--- config.mk ---
export PLATFORM = sky130hd
export DESIGN_NAME = cache_ctrl_4way
export DESIGN_NICKNAME = d
export VERILOG_FILES = /design/src/rtl/cache_ctrl_4way.sv
export SDC_FILE = /design/constraint.sdc
export NUM_CORES = 1
export LEC_CHECK = 0
export BUFFER_PORTS_ARGS = -buffer_cell sky130_fd_sc_hd__buf_2
export CAP_MARGIN = 20
export CORE_MARGIN = 1.5
export CORE_UTILIZATION = 53
export DETAILED_ROUTE_END_ITERATION = 8
export GPL_TIMING_DRIVEN = 0
export PLACE_DENSITY = 0.76
export SYNTH_ARGS = -nofsm -noshare
export SYNTH_HDL_FRONTEND = slang
export SYNTH_SLANG_ARGS = --single-unit
--- constraint.sdc ---
create_clock -name clock -period 2.3 [get_ports clock]
set_input_delay 0.46 -clock clock [delete_from_list [all_inputs] [get_ports clock]]
set_output_delay 0.46 -clock clock [all_outputs]
set_load 0.005 [all_outputs]
--- src/rtl/cache_ctrl_4way.sv ---
// 4-way fully associative, one-word-per-line write-back cache controller feeding an LRU stage.
// Optional hit/miss statistics counters are built when CACHE_STATS_EN is defined.
module cache_ctrl_4way #(
    parameter int unsigned ADDR_W = 8,
    parameter int unsigned DATA_W = 8
) (
    input  logic              clock,
    input  logic              resetn,
    input  logic              cpu_req,
    input  logic              cpu_we,
    input  logic [ADDR_W-1:0] cpu_addr,
    input  logic [DATA_W-1:0] cpu_wdata,
    output logic [DATA_W-1:0] cpu_rdata,
    output logic              cpu_ready,
    input  logic [3:0]        lru_victim,
    output logic [3:0]        hit,
    output logic [3:0]        wren_cache,
    output logic              mem_req,
    output logic              mem_we,
    output logic [ADDR_W-1:0] mem_addr,
    output logic [DATA_W-1:0] mem_wdata,
    input  logic [DATA_W-1:0] mem_rdata,
    input  logic              mem_ack
`ifdef CACHE_STATS_EN
    ,
    output logic [15:0]       hit_cnt,
    output logic [15:0]       miss_cnt
`endif
);

    localparam int unsigned NWAYS = 4;
    localparam int unsigned WAY_W = 2;
    localparam int unsigned CNT_W = 16;

    typedef enum logic [2:0] {
        S_IDLE,
        S_COMPARE,
        S_WRITEBACK,
        S_FILL,
        S_DONE
    } state_t;

    state_t              state_q, state_d;
    logic                we_q, we_d;
    logic [ADDR_W-1:0]   addr_q, addr_d;
    logic [DATA_W-1:0]   wdata_q, wdata_d;
    logic [WAY_W-1:0]    victim_q, victim_d;
    logic [NWAYS-1:0]    valid_q, valid_d;
    logic [NWAYS-1:0]    dirty_q, dirty_d;
    logic [ADDR_W-1:0]   tag_q [NWAYS];
    logic [ADDR_W-1:0]   tag_d [NWAYS];
    logic [DATA_W-1:0]   data_q [NWAYS];
    logic [DATA_W-1:0]   data_d [NWAYS];
    logic [DATA_W-1:0]   rdata_q, rdata_d;

    logic [NWAYS-1:0]    match;
    logic [WAY_W-1:0]    hit_idx;
    logic [WAY_W-1:0]    victim_sel;

    // Index of the lowest set bit; 0 when no bit is set.
    function automatic logic [WAY_W-1:0] lowest_idx(input logic [NWAYS-1:0] v);
        logic [WAY_W-1:0] idx;
        idx = '0;
        for (int i = NWAYS - 1; i >= 0; i--) begin
            if (v[i]) idx = WAY_W'(i);
        end
        return idx;
    endfunction

    // Tag compare and victim choice: prefer an empty way, else the LRU way.
    always_comb begin
        for (int i = 0; i < NWAYS; i++) begin
            match[i] = valid_q[i] && (tag_q[i] == addr_q);
        end
        hit_idx = lowest_idx(match);
        if (~valid_q != '0) victim_sel = lowest_idx(~valid_q);
        else                victim_sel = lowest_idx(lru_victim);
    end

    always_comb begin
        state_d    = state_q;
        we_d       = we_q;
        addr_d     = addr_q;
        wdata_d    = wdata_q;
        victim_d   = victim_q;
        valid_d    = valid_q;
        dirty_d    = dirty_q;
        tag_d      = tag_q;
        data_d     = data_q;
        rdata_d    = rdata_q;
        hit        = '0;
        wren_cache = '0;
        mem_req    = 1'b0;
        mem_we     = 1'b0;
        mem_addr   = '0;
        mem_wdata  = '0;
        cpu_ready  = 1'b0;

        case (state_q)
            S_IDLE: begin
                if (cpu_req) begin
                    we_d    = cpu_we;
                    addr_d  = cpu_addr;
                    wdata_d = cpu_wdata;
                    state_d = S_COMPARE;
                end
            end
            S_COMPARE: begin
                hit = match;
                if (match != '0) begin
                    if (we_q) begin
                        data_d[hit_idx]  = wdata_q;
                        dirty_d[hit_idx] = 1'b1;
                    end else begin
                        rdata_d = data_q[hit_idx];
                    end
                    state_d = S_DONE;
                end else begin
                    victim_d = victim_sel;
                    if (valid_q[victim_sel] && dirty_q[victim_sel]) state_d = S_WRITEBACK;
                    else                                            state_d = S_FILL;
                end
            end
            S_WRITEBACK: begin
                mem_req   = 1'b1;
                mem_we    = 1'b1;
                mem_addr  = tag_q[victim_q];
                mem_wdata = data_q[victim_q];
                if (mem_ack) begin
                    dirty_d[victim_q] = 1'b0;
                    state_d           = S_FILL;
                end
            end
            S_FILL: begin
                mem_req  = 1'b1;
                mem_addr = addr_q;
                if (mem_ack) begin
                    tag_d[victim_q]   = addr_q;
                    valid_d[victim_q] = 1'b1;
                    wren_cache        = NWAYS'(1) << victim_q;
                    if (we_q) begin
                        data_d[victim_q]  = wdata_q;
                        dirty_d[victim_q] = 1'b1;
                    end else begin
                        data_d[victim_q]  = mem_rdata;
                        dirty_d[victim_q] = 1'b0;
                        rdata_d           = mem_rdata;
                    end
                    state_d = S_DONE;
                end
            end
            S_DONE: begin
                cpu_ready = 1'b1;
                state_d   = S_IDLE;
            end
            default: state_d = S_IDLE;
        endcase
    end

    always_ff @(posedge clock) begin
        if (!resetn) begin
            state_q  <= S_IDLE;
            we_q     <= 1'b0;
            addr_q   <= '0;
            wdata_q  <= '0;
            victim_q <= '0;
            valid_q  <= '0;
            dirty_q  <= '0;
            rdata_q  <= '0;
            for (int i = 0; i < NWAYS; i++) begin
                tag_q[i]  <= '0;
                data_q[i] <= '0;
            end
        end else begin
            state_q  <= state_d;
            we_q     <= we_d;
            addr_q   <= addr_d;
            wdata_q  <= wdata_d;
            victim_q <= victim_d;
            valid_q  <= valid_d;
            dirty_q  <= dirty_d;
            rdata_q  <= rdata_d;
            for (int i = 0; i < NWAYS; i++) begin
                tag_q[i]  <= tag_d[i];
                data_q[i] <= data_d[i];
            end
        end
    end

    assign cpu_rdata = rdata_q;

`ifdef CACHE_STATS_EN
    logic [CNT_W-1:0] hit_cnt_q, hit_cnt_d;
    logic [CNT_W-1:0] miss_cnt_q, miss_cnt_d;

    // Saturating lookup counters, stepped once per COMPARE cycle.
    always_comb begin
        hit_cnt_d  = hit_cnt_q;
        miss_cnt_d = miss_cnt_q;
        if (state_q == S_COMPARE) begin
            if (match != '0) begin
                if (hit_cnt_q != '1) hit_cnt_d = hit_cnt_q + CNT_W'(1);
            end else begin
                if (miss_cnt_q != '1) miss_cnt_d = miss_cnt_q + CNT_W'(1);
            end
        end
    end

    always_ff @(posedge clock) begin
        if (!resetn) begin
            hit_cnt_q  <= '0;
            miss_cnt_q <= '0;
        end else begin
            hit_cnt_q  <= hit_cnt_d;
            miss_cnt_q <= miss_cnt_d;
        end
    end

    assign hit_cnt  = hit_cnt_q;
    assign miss_cnt = miss_cnt_q;
`endif

endmodule
==> results.toml, run 1 <==
[outcome]
outcome = "finished, violations left"
violations = "setup timing"

[detailed_routing]
via_per_inst = 6.397
ant_nets = 0
drt_iter0_drc = 645
wire_per_inst_um = 21.28
drt-total-wl_um = 20370
first_pass_iters = 6
drc = 0
num_vias = 6122

[worst_setup_path]
crit_family = "multiplexers"
cp.required_ps = 1840
cpPeakStageDelay_ps = 510
critical_path_arrival_ps = 2050
cp_num_buf_inv = 3
critical_path.max_fanout = 7
cp-start-kind = "flip-flop"
cp_slowest_cell = "mux4_2"
crit_start = "victim_q[0]"
rr_startpoint = "addr_q[6]"
critical_path_class = "flip-flop to output pin"
cp_cell_sequence = "buf_6 -> buf_12 -> mux4_2 -> mux2i_1 -> nor2_1 -> buf_2"
cp-end-kind = "output pin"

[layout]
multi_input_area_um2 = 4010
seqCellArea_um2 = 2054
fillers = 790
drive_above_1_share_pct = 31.46
syn2layout_area_growth_pct = 30.07
fin_util_pct = 70.69
antenna_cells = 0
finalNetCount = 845

[sta]
fin_crit_sh_pct = 109.2
hold_viol = 0
period_needed_ps = 2512
finalSetupViolations = 48
worst_slew_pin_slew_ps = 1181
fin_skew_ps = 6.321
fmaxAchievable_mhz = 398.1
slew_viol_final = 0
rsz0062_at_grt = "yes"
relSlewSlack_pct = 20.69
setup_slack_ps = -211.9

[yosys]
syn-cell-area_um2 = 5892
ys_ff_latch = 102
yosysTopAreaCell = "dfxtp_1"
avgSynthCellArea_um2 = 8.601
synthDistinctLibCells = 55
synth_edf_count = 0
synth_nets = 718
synth_top_area_share_pct = 34.66
ys_async_sr_fraction_pct = 0
seq_area_frac_synth_pct = 34.66
postSynthCellCount = 685
ys_warn_count = 0
synthFlopType = "dfxtp_1"
yosys-top-cells-area = "dfxtp_1, nand2_1, mux2i_1, a21boi_0, mux4_2"
ys_top_cells_by_count = "nand2_1, dfxtp_1, a21boi_0"
yosys.cell_count.top_type = "nand2_1"

[cts]
cts_tree = "built"
hold_buffers = 0
cts.sinks = 102
insertion_delay_ps = 390
numCtsBuffers = 9
cts_max_path_buffers = 2
root_buffer = "clkbuf_8"
path_clk_slew_ps = 100
htreeDepth = 3

[global_route]
track_usage_pct = 34.61
antenna_found_initial = 0
grt_pass1_wl_um = 30680
grt_max_degree = 16
grt_pass1_vias = 5890
grt-ovfl-total = 0

[floorplanning]
core_area_um2 = 10840
dieArea_um2 = 11760
io_pins = 68
start_util_pct = 54.35
row_count = 38
die_w_um = 108.4
die_h_um = 108.4

[power_and_ir_drop]
ir_drop_mv = 0.4785
switchingPower_mw = 1.827
leakage_nw = 2.908
totalPowerFinal_mw = 4.981
p_per_area_nw_per_um2 = 649.9
intPower_mw = 3.154
seq_power_share_pct = 39.9
switching_share_pct = 36.67
p_clk_share_pct = 24.7
power_frac_comb_pct = 35.4

[placed_design]
place_congestion = 0.9248
place_hpwl_um = 12740
pre_cts_ws_ps = -485.0
portBuffers = 65

[min_path]
hold_path_class = "input port to flip-flop"
hp-start = "cpu_addr[4]"

[flow_run]
max-cap-violations = 0
-- cells by family (layout without fill, tap and decap cells) --
family / Yosys count / in the layout / share of synthesized area (%)
xor+xnor: 32 / 32 / 4.884
compound gates: 156 / 156 / 20.62
buf+inv: 59 / 191 / 5.351
mux: 59 / 59 / 13.42
flops: 102 / 102 / 34.66
simple gates: 277 / 277 / 21.07
-- cell type report --
cell class	instances	share of cell area, %
multi-input cells	524	52.33
plain buffers	42	4.441
clock buffers	12	2.024
clock inverters	4	0.5878
inverters	15	1.029
well taps	140	2.286
flip-flops and latches	102	26.81
repair buffers	118	10.50
-- stage by stage --
step / area (um^2) / setup TNS [ps] / std cells / hold slack (ps)
3_3_place_gp: 6392 / -15630 / 890 / 444.2
4_1_cts: 7259 / -563.9 / 937 / 297.2
5_1_grt: 7664 / -7290 / 957 / 297.6
6_report: 7664 / -4235 / 957 / 299.8
2_1_floorplan: 5892 / 0 / 685 / 445.0
3_5_place_dp: 6399 / -17070 / 890 / 448.4
-- repair_timing --
action / in CTS / in global routing
pin swaps: 21 / 13
endpoints found under the setup margin: 83 / 71
cloned: 1 / 1
endpoints found under the hold margin: 0 / 0
gates resized for setup: 94 / 49
setup buffers: 31 / 20
-- per-layer routing --
metal  vias to the layer above  routed length, um  track usage, %
li1                       2685                  -               -
met1                      2923               7606           42.10
met2                       411               9848           57.73
met3                       103               1875           7.294
met4                         0               1039           17.48
met5                         -                  0               0
-- cells in the final DEF (no fill, tap or decap), types with 9 or more instances in the layout --
cell type,netlist,final
o21ai_0,20,20
nand2b_1,17,17
nor2_1,27,23
o2bb2ai_1,16,9
buf_2,6,61
mux4_2,16,16
buf_6,11,19
nand2_1,180,173
a21boi_0,51,51
buf_4,1,49
clkbuf_1,23,18
clkbuf_8,0,12
xnor2_2,1,16
dfxtp_1,102,94
a221o_1,16,16
mux2i_1,43,43
inv_1,11,11
-- path summary, 6_finish.rpt --
| check | endpoint | slack [ps] | cells past startpoint |
|---|---|---|---|
| hold / removal | addr_q[4] | 300 | 3 |
| setup / recovery | mem_addr[0] | -210 | 6 |
| setup reg to reg | cpu_rdata[2] | -170 | 8 |
| hold reg to reg | cpu_rdata[4] | 470 | 1 |
-- registers in the layout (all words and copies together), names as in the netlist --
signal / flops
dirty_q: 4
cpu_rdata: 8
valid_q: 4
wdata_q: 8
we_q: 1
state_q: 3
victim_q: 2
data_q: 32
addr_q: 8
tag_q: 32
-- power groups by stage --
stage / clock network, mW / logic, mW / registers (mW)
2_1_floorplan: 0 / 0.952 / 1.95
3_5_place_dp: 0 / 1.30 / 1.98
6_report: 1.23 / 1.76 / 1.99
4_1_cts: 1.21 / 1.57 / 1.95
5_1_grt: 1.30 / 1.86 / 2.00
3_3_place_gp: 0 / 1.27 / 1.98
-- worst register-to-register path, stage by stage (launching register included) --
cell and delay (ps):
dfxtp_2 330, buf_6 130, xnor2_2 180, nand4_1 250, or3_4 470, a31o_4 250, buf_8 150, a221o_1 350
a32o_1 250
Note: power is estimated with default switching activity, not from simulation.
==> run 2: changes to the inputs <==
- GPL_TIMING_DRIVEN: 0 -> default
==> run 2 against run 1 <==
The flow still finishes with violations (setup timing). Worst setup slack lost 16 ps. Critical path type unchanged. Clock-buffer cell count is the same. Combinational power shrank 16%. Sequential share of layout area grew 2.1 points. Total power shrank 8.6%.
==> results.toml, run 2 (synthesized netlist as in run 1, its figures left out) <==
[worst_setup_path]
rrSetupSlack_ps = -170
critical_path.max_fanout = 5
worst-r2r-cell-count = 10
cp.required_ps = 1840
cp-end-kind = "output pin"
cp_slowest_cell = "dfxtp_4"
critical_path_arrival_ps = 2070
critical_path_class = "flip-flop to output pin"
cp_num_buf_inv = 3
rr_startpoint = "addr_q[0]"
cpPeakStageDelay_ps = 380
r2r_end = "data_q[1]"
cp-start-kind = "flip-flop"
cp_cell_sequence = "buf_6 -> xor2_1 -> nor4_1 -> nand4_1 -> buf_4 -> nor2_1 -> buf_2"
crit_family = "simple AND/OR/NAND/NOR gates"

[sta]
fmaxAchievable_mhz = 395.6
slew_viol_final = 0
worst_slew_pin_slew_ps = 795.8
period_needed_ps = 2528
whs_ps = 308.7
setup_slack_ps = -227.8
rsz0062_at_grt = "yes"
hold_viol = 0
fin_skew_ps = 9.385
finalSetupViolations = 34
fin_crit_sh_pct = 109.9
relSlewSlack_pct = 46.75

[detailed_routing]
first_pass_iters = 5
wire_per_inst_um = 20.48
drc = 0
via_per_inst = 6.242
drt_iter0_drc = 552
ant_nets = 0
num_vias = 5818
drt-total-wl_um = 19090

[floorplanning]
dieArea_um2 = 11760
die_w_um = 108.4
core_area_um2 = 10840
io_pins = 68
row_count = 38
die_h_um = 108.4
start_util_pct = 54.35

[global_route]
grt-ovfl-total = 0
grt_max_degree = 36
grt_pass1_wl_um = 28510
grt_pass1_vias = 5446
antenna_found_initial = 0
track_usage_pct = 32.31

[power_and_ir_drop]
leakage_nw = 2.723
p_per_area_nw_per_um2 = 635.8
switchingPower_mw = 1.649
p_clk_share_pct = 23.2
switching_share_pct = 36.24
ir_drop_mv = 0.3735
totalPowerFinal_mw = 4.551
power_frac_comb_pct = 32.5
seq_power_share_pct = 44.3
intPower_mw = 2.901

[layout]
multi_input_area_um2 = 3754
final_cell_mix = "nand2_1, dfxtp_1, buf_2"
finalNetCount = 821
fin_util_pct = 66.02
final_common_cell = "nand2_1"
fillers = 872
drive_above_1_share_pct = 27.27
syn2layout_area_growth_pct = 21.47
final_area_um2 = 7157
top_regs = "data_q (32), tag_q (32)"
seqCellArea_um2 = 2068
antenna_cells = 0

[outcome]
violations = "setup timing"
outcome = "finished, violations left"

[min_path]
hold_path_class = "input port to flip-flop"
hold_depth = 3
hp-start = "cpu_addr[7]"
min_to = "addr_q[7]"

[placed_design]
pre_cts_ws_ps = -142.9
place_hpwl_um = 12990
dpl_cell_area_um2 = 6605
portBuffers = 67
place_congestion = 0.9372

[cts]
hold_buffers = 0
cts.sinks = 102
cts_max_path_buffers = 2
numCtsBuffers = 9
htreeDepth = 3
insertion_delay_ps = 400
cts_tree = "built"
root_buffer = "clkbuf_8"
path_clk_slew_ps = 100

[flow_run]
max-cap-violations = 0
run 2: cell types whose count changed in the layout (fill, tap and decap cells not counted), moves of 4 or more:
| cell | change |
|---|---|
| buf_6 | -12 |
| buf_2 | +5 |
| clkinv_1 | +4 |
| nand2_1 | +6 |
| and2_4 | -4 |
| xnor2_2 | -8 |
| o2bb2ai_1 | +7 |
| xnor2_1 | +10 |
| and2_1 | +4 |
| buf_4 | +9 |
| o2bb2ai_2 | -7 |
| dfxtp_4 | +4 |
| nand2_2 | -4 |
| clkbuf_1 | -16 |
run 2: worst max path at each step:
stage | startpoint | endpoint | slack, ps | cells after the start
5_1_grt | addr_q[0] | hit[3] | -280 | 7
4_1_cts | addr_q[6] | hit[3] | -80 | 7
3_3_place_gp | addr_q[4] | cpu_rdata[1] | -50 | 6
6_report | addr_q[0] | hit[3] | -230 | 7
3_5_place_dp | addr_q[4] | cpu_rdata[1] | -140 | 6
2_1_floorplan | addr_q[7] | cpu_rdata[0] | 130 | 9
run 2: routing by layer:
layer  share of wire [%]  global-route usage [%]  wire (um)  up-vias
li1                    -                       -          -     2628
met1                  39                   40.23       7377     2792
met2                  48                   53.23       9233      336
met3                 9.2                   6.209       1753       62
met4                 3.8                   16.35        727        0
met5                   0                       0          0        -
run 2: worst min-delay path: cells and delay by family:
family	cells	cell delay, ps
buffers and inverters	1	90
AOI/OAI and AO/OA	1	70
and+or+nand+nor	1	40
run 2: final cells by class:
class,count,area share (%)
Clock inverter,3,0.2972
Clock buffer,12,2.028
Sequential cell,102,28.90
Multi-Input combinational cell,525,52.45
Timing Repair Buffer,135,13.09
Tap cell,140,2.448
Inverter,15,0.7867
run 2: metrics by stage:
stage | TNS (ps) | instances
3_5_place_dp | -2613 | 907
5_1_grt | -6606 | 932
3_3_place_gp | -385.8 | 907
6_report | -3471 | 932
4_1_cts | -984.4 | 925
2_1_floorplan | 0 | 685
run 2: power by group through the flow:
stage | Clock [mW] | Sequential, mW | Combinational [mW]
after floorplan | 0 | 1.95 | 0.952
after global placement | 0 | 2.02 | 1.28
after detailed placement | 0 | 2.03 | 1.31
after CTS | 1.05 | 2.00 | 1.38
after global routing | 1.14 | 2.03 | 1.58
final | 1.05 | 2.02 | 1.48
run 2: repair_timing:
| action | in CTS | in global routing |
|---|---|---|
| gates resized for setup | 29 | 34 |
| pin swaps | 4 | 18 |
| endpoints found under the setup margin | 51 | 63 |
| setup buffers | 3 | 5 |
| cloned | 1 | 2 |
==> run 3: changes to the inputs <==
- CORE_UTILIZATION: 53 -> 55
- CTS_BUF_LIST: default -> sky130_fd_sc_hd__clkbuf_8
- PLACE_DENSITY: 0.76 -> 0.79
==> run 3 against run 2 <==
The run still ends with setup timing left. Wire length grew 8.1%. Fmax grew 1.4%. Combinational power is 11% higher. Global-route usage up 2.0 points. Critical path type is now flip-flop to flip-flop. Non-clock buffer count is 21 higher. Total power is 8.4% higher.
==> results.toml, run 3 (synthesized netlist as in run 1, its figures left out) <==
[floorplanning]
die_h_um = 106.5
core_area_um2 = 10370
die_w_um = 106.5
start_util_pct = 56.82
io_pins = 68
row_count = 37
dieArea_um2 = 11340

[detailed_routing]
wl_met3_um = 2310
num_vias = 6126
drt_iter0_drc = 567
wire_per_inst_um = 21.72
drt-total-wl_um = 20630
first_pass_iters = 8
via_per_inst = 6.448
route.met2.wl_um = 9670
drc = 0
top_layer = "met4"
ant_nets = 0
met1_length_um = 7472

[sta]
relSlewSlack_pct = 43.33
finalSetupViolations = 31
fin_setup_tns_ps = -3043
fin_skew_ps = 18.18
slew_viol_final = 0
hold_viol = 0
setup_slack_ps = -191.8
fin_crit_sh_pct = 108.3
worst_slew_pin_slew_ps = 846.9
period_needed_ps = 2492
rsz0062_at_grt = "yes"
fmaxAchievable_mhz = 401.3

[layout]
final_cell_mix = "nand2_1, dfxtp_1, buf_4"
antenna_cells = 0
layoutNonFillerInstCount = 950
top_regs = "data_q (32), tag_q (32)"
multi_input_area_um2 = 3920
seqCellArea_um2 = 2074
drive_above_1_share_pct = 32.80
fillers = 687
final_common_cell = "nand2_1"
finalNetCount = 842
final_area_um2 = 7645
syn2layout_area_growth_pct = 29.75

[placed_design]
place_hpwl_um = 12750
place_inst = 909
portBuffers = 67
dpl_cell_area_um2 = 6658
place_congestion = 0.9722
pre_cts_ws_ps = -106.9

[cts]
insertion_delay_ps = 410
cts.sinks = 102
cts_max_path_buffers = 2
cts_tree = "built"
root_buffer = "clkbuf_8"
htreeDepth = 3
path_clk_slew_ps = 120
numCtsBuffers = 9

[worst_setup_path]
worst-r2r-cell-count = 10
rrSetupSlack_ps = -190
critical_path_arrival_ps = 2840
cp-start-kind = "flip-flop"
cp-end-kind = "flip-flop"
critical_path.max_fanout = 8
cp.required_ps = 2650
rr_startpoint = "addr_q[4]"
critical_path_class = "flip-flop to flip-flop"
r2r_end = "data_q[4]"

[global_route]
track_usage_pct = 34.29
grt_pass1_vias = 5824
grt-ovfl-total = 0
antenna_found_initial = 0
grt_pass1_wl_um = 29970
grt_max_degree = 66

[flow_run]
max-cap-violations = 0

[power_and_ir_drop]
leakage_nw = 2.911
totalPowerFinal_mw = 4.934
ir_drop_mv = 0.4572
p_per_area_nw_per_um2 = 645.5

[outcome]
violations = "setup timing"
outcome = "finished, violations left"

[min_path]
hold_path_class = "input port to flip-flop"
min_to = "addr_q[7]"
hold_depth = 3
hp-start = "cpu_addr[7]"
==> run 3: cell types whose count changed in the layout (fill, tap and decap cells not counted), moves of 4 or more <==
cell	before	now
o2bb2ai_2	0	9
and2_4	1	6
buf_2	66	61
xnor2_1	17	12
and2_1	9	4
o2bb2ai_1	16	6
buf_4	58	67
xnor2_2	8	12
buf_6	7	20
nor2_1	26	22
==> run 3: metrics by stage <==
step / utilization (%) / hold WS (ps)
after floorplan: - / 445.0
after global placement: 64.20 / 442.8
after detailed placement: 64.20 / 456.5
after CTS: 69.35 / 289.6
after global routing: 73.72 / 298.3
final: 73.72 / 297.9
==> run 3: final cells by class <==
cell class	count	share of cell area, %
inverter	15	0.7365
clock inverter	6	0.9820
timing repair buffer	156	15.84
sequential	102	27.14
multi-input combinational	525	51.28
tap	136	2.226
clock buffer	10	1.800
==> run 3: timing repair <==
action | in CTS | in global routing
pin swaps | 24 | 25
setup endpoints to repair | 41 | 69
hold buffers | 0 | 0
gates cloned | 1 | 3
setup buffers | 13 | 10
resized for setup | 50 | 59
==> run 3: power by group <==
group | internal [mW] | switching (mW)
Clock | 0.550 | 0.703
Sequential | 1.86 | 0.185
Combinational | 0.700 | 0.935
Total | 3.11 | 1.82
==> run 3: how the worst max path moves through the flow <==
| stage | from | slack (ps) | end | depth (start not counted) |
|---|---|---|---|---|
| after floorplan | addr_q[7] | 130 | cpu_rdata[0] | 9 |
| after global placement | addr_q[7] | -90 | cpu_rdata[2] | 6 |
| after detailed placement | addr_q[4] | -110 | cpu_rdata[2] | 6 |
| after CTS | addr_q[2] | -40 | cpu_rdata[2] | 9 |
| after global routing | addr_q[4] | -270 | data_q[4] | 10 |
| final | addr_q[4] | -190 | data_q[4] | 10 |
==> run 3: worst max-delay path, cell delays in order (launching register included) <==
cell,delay (ps)
dfxtp_4,380
buf_6,130
xor2_2,150
nor3_2,230
nand4_1,220
buf_4,220
nor4_4,350
buf_4,180
a22o_2,240
a22oi_1,140
o2bb2ai_1,190
==> run 3: per-layer routing <==
metal | vias up | GRT usage [%]
met5 | - | 0
met4 | 0 | 16.95
met3 | 130 | 6.990
met2 | 445 | 56.04
met1 | 2880 | 43.11
li1 | 2671 | -
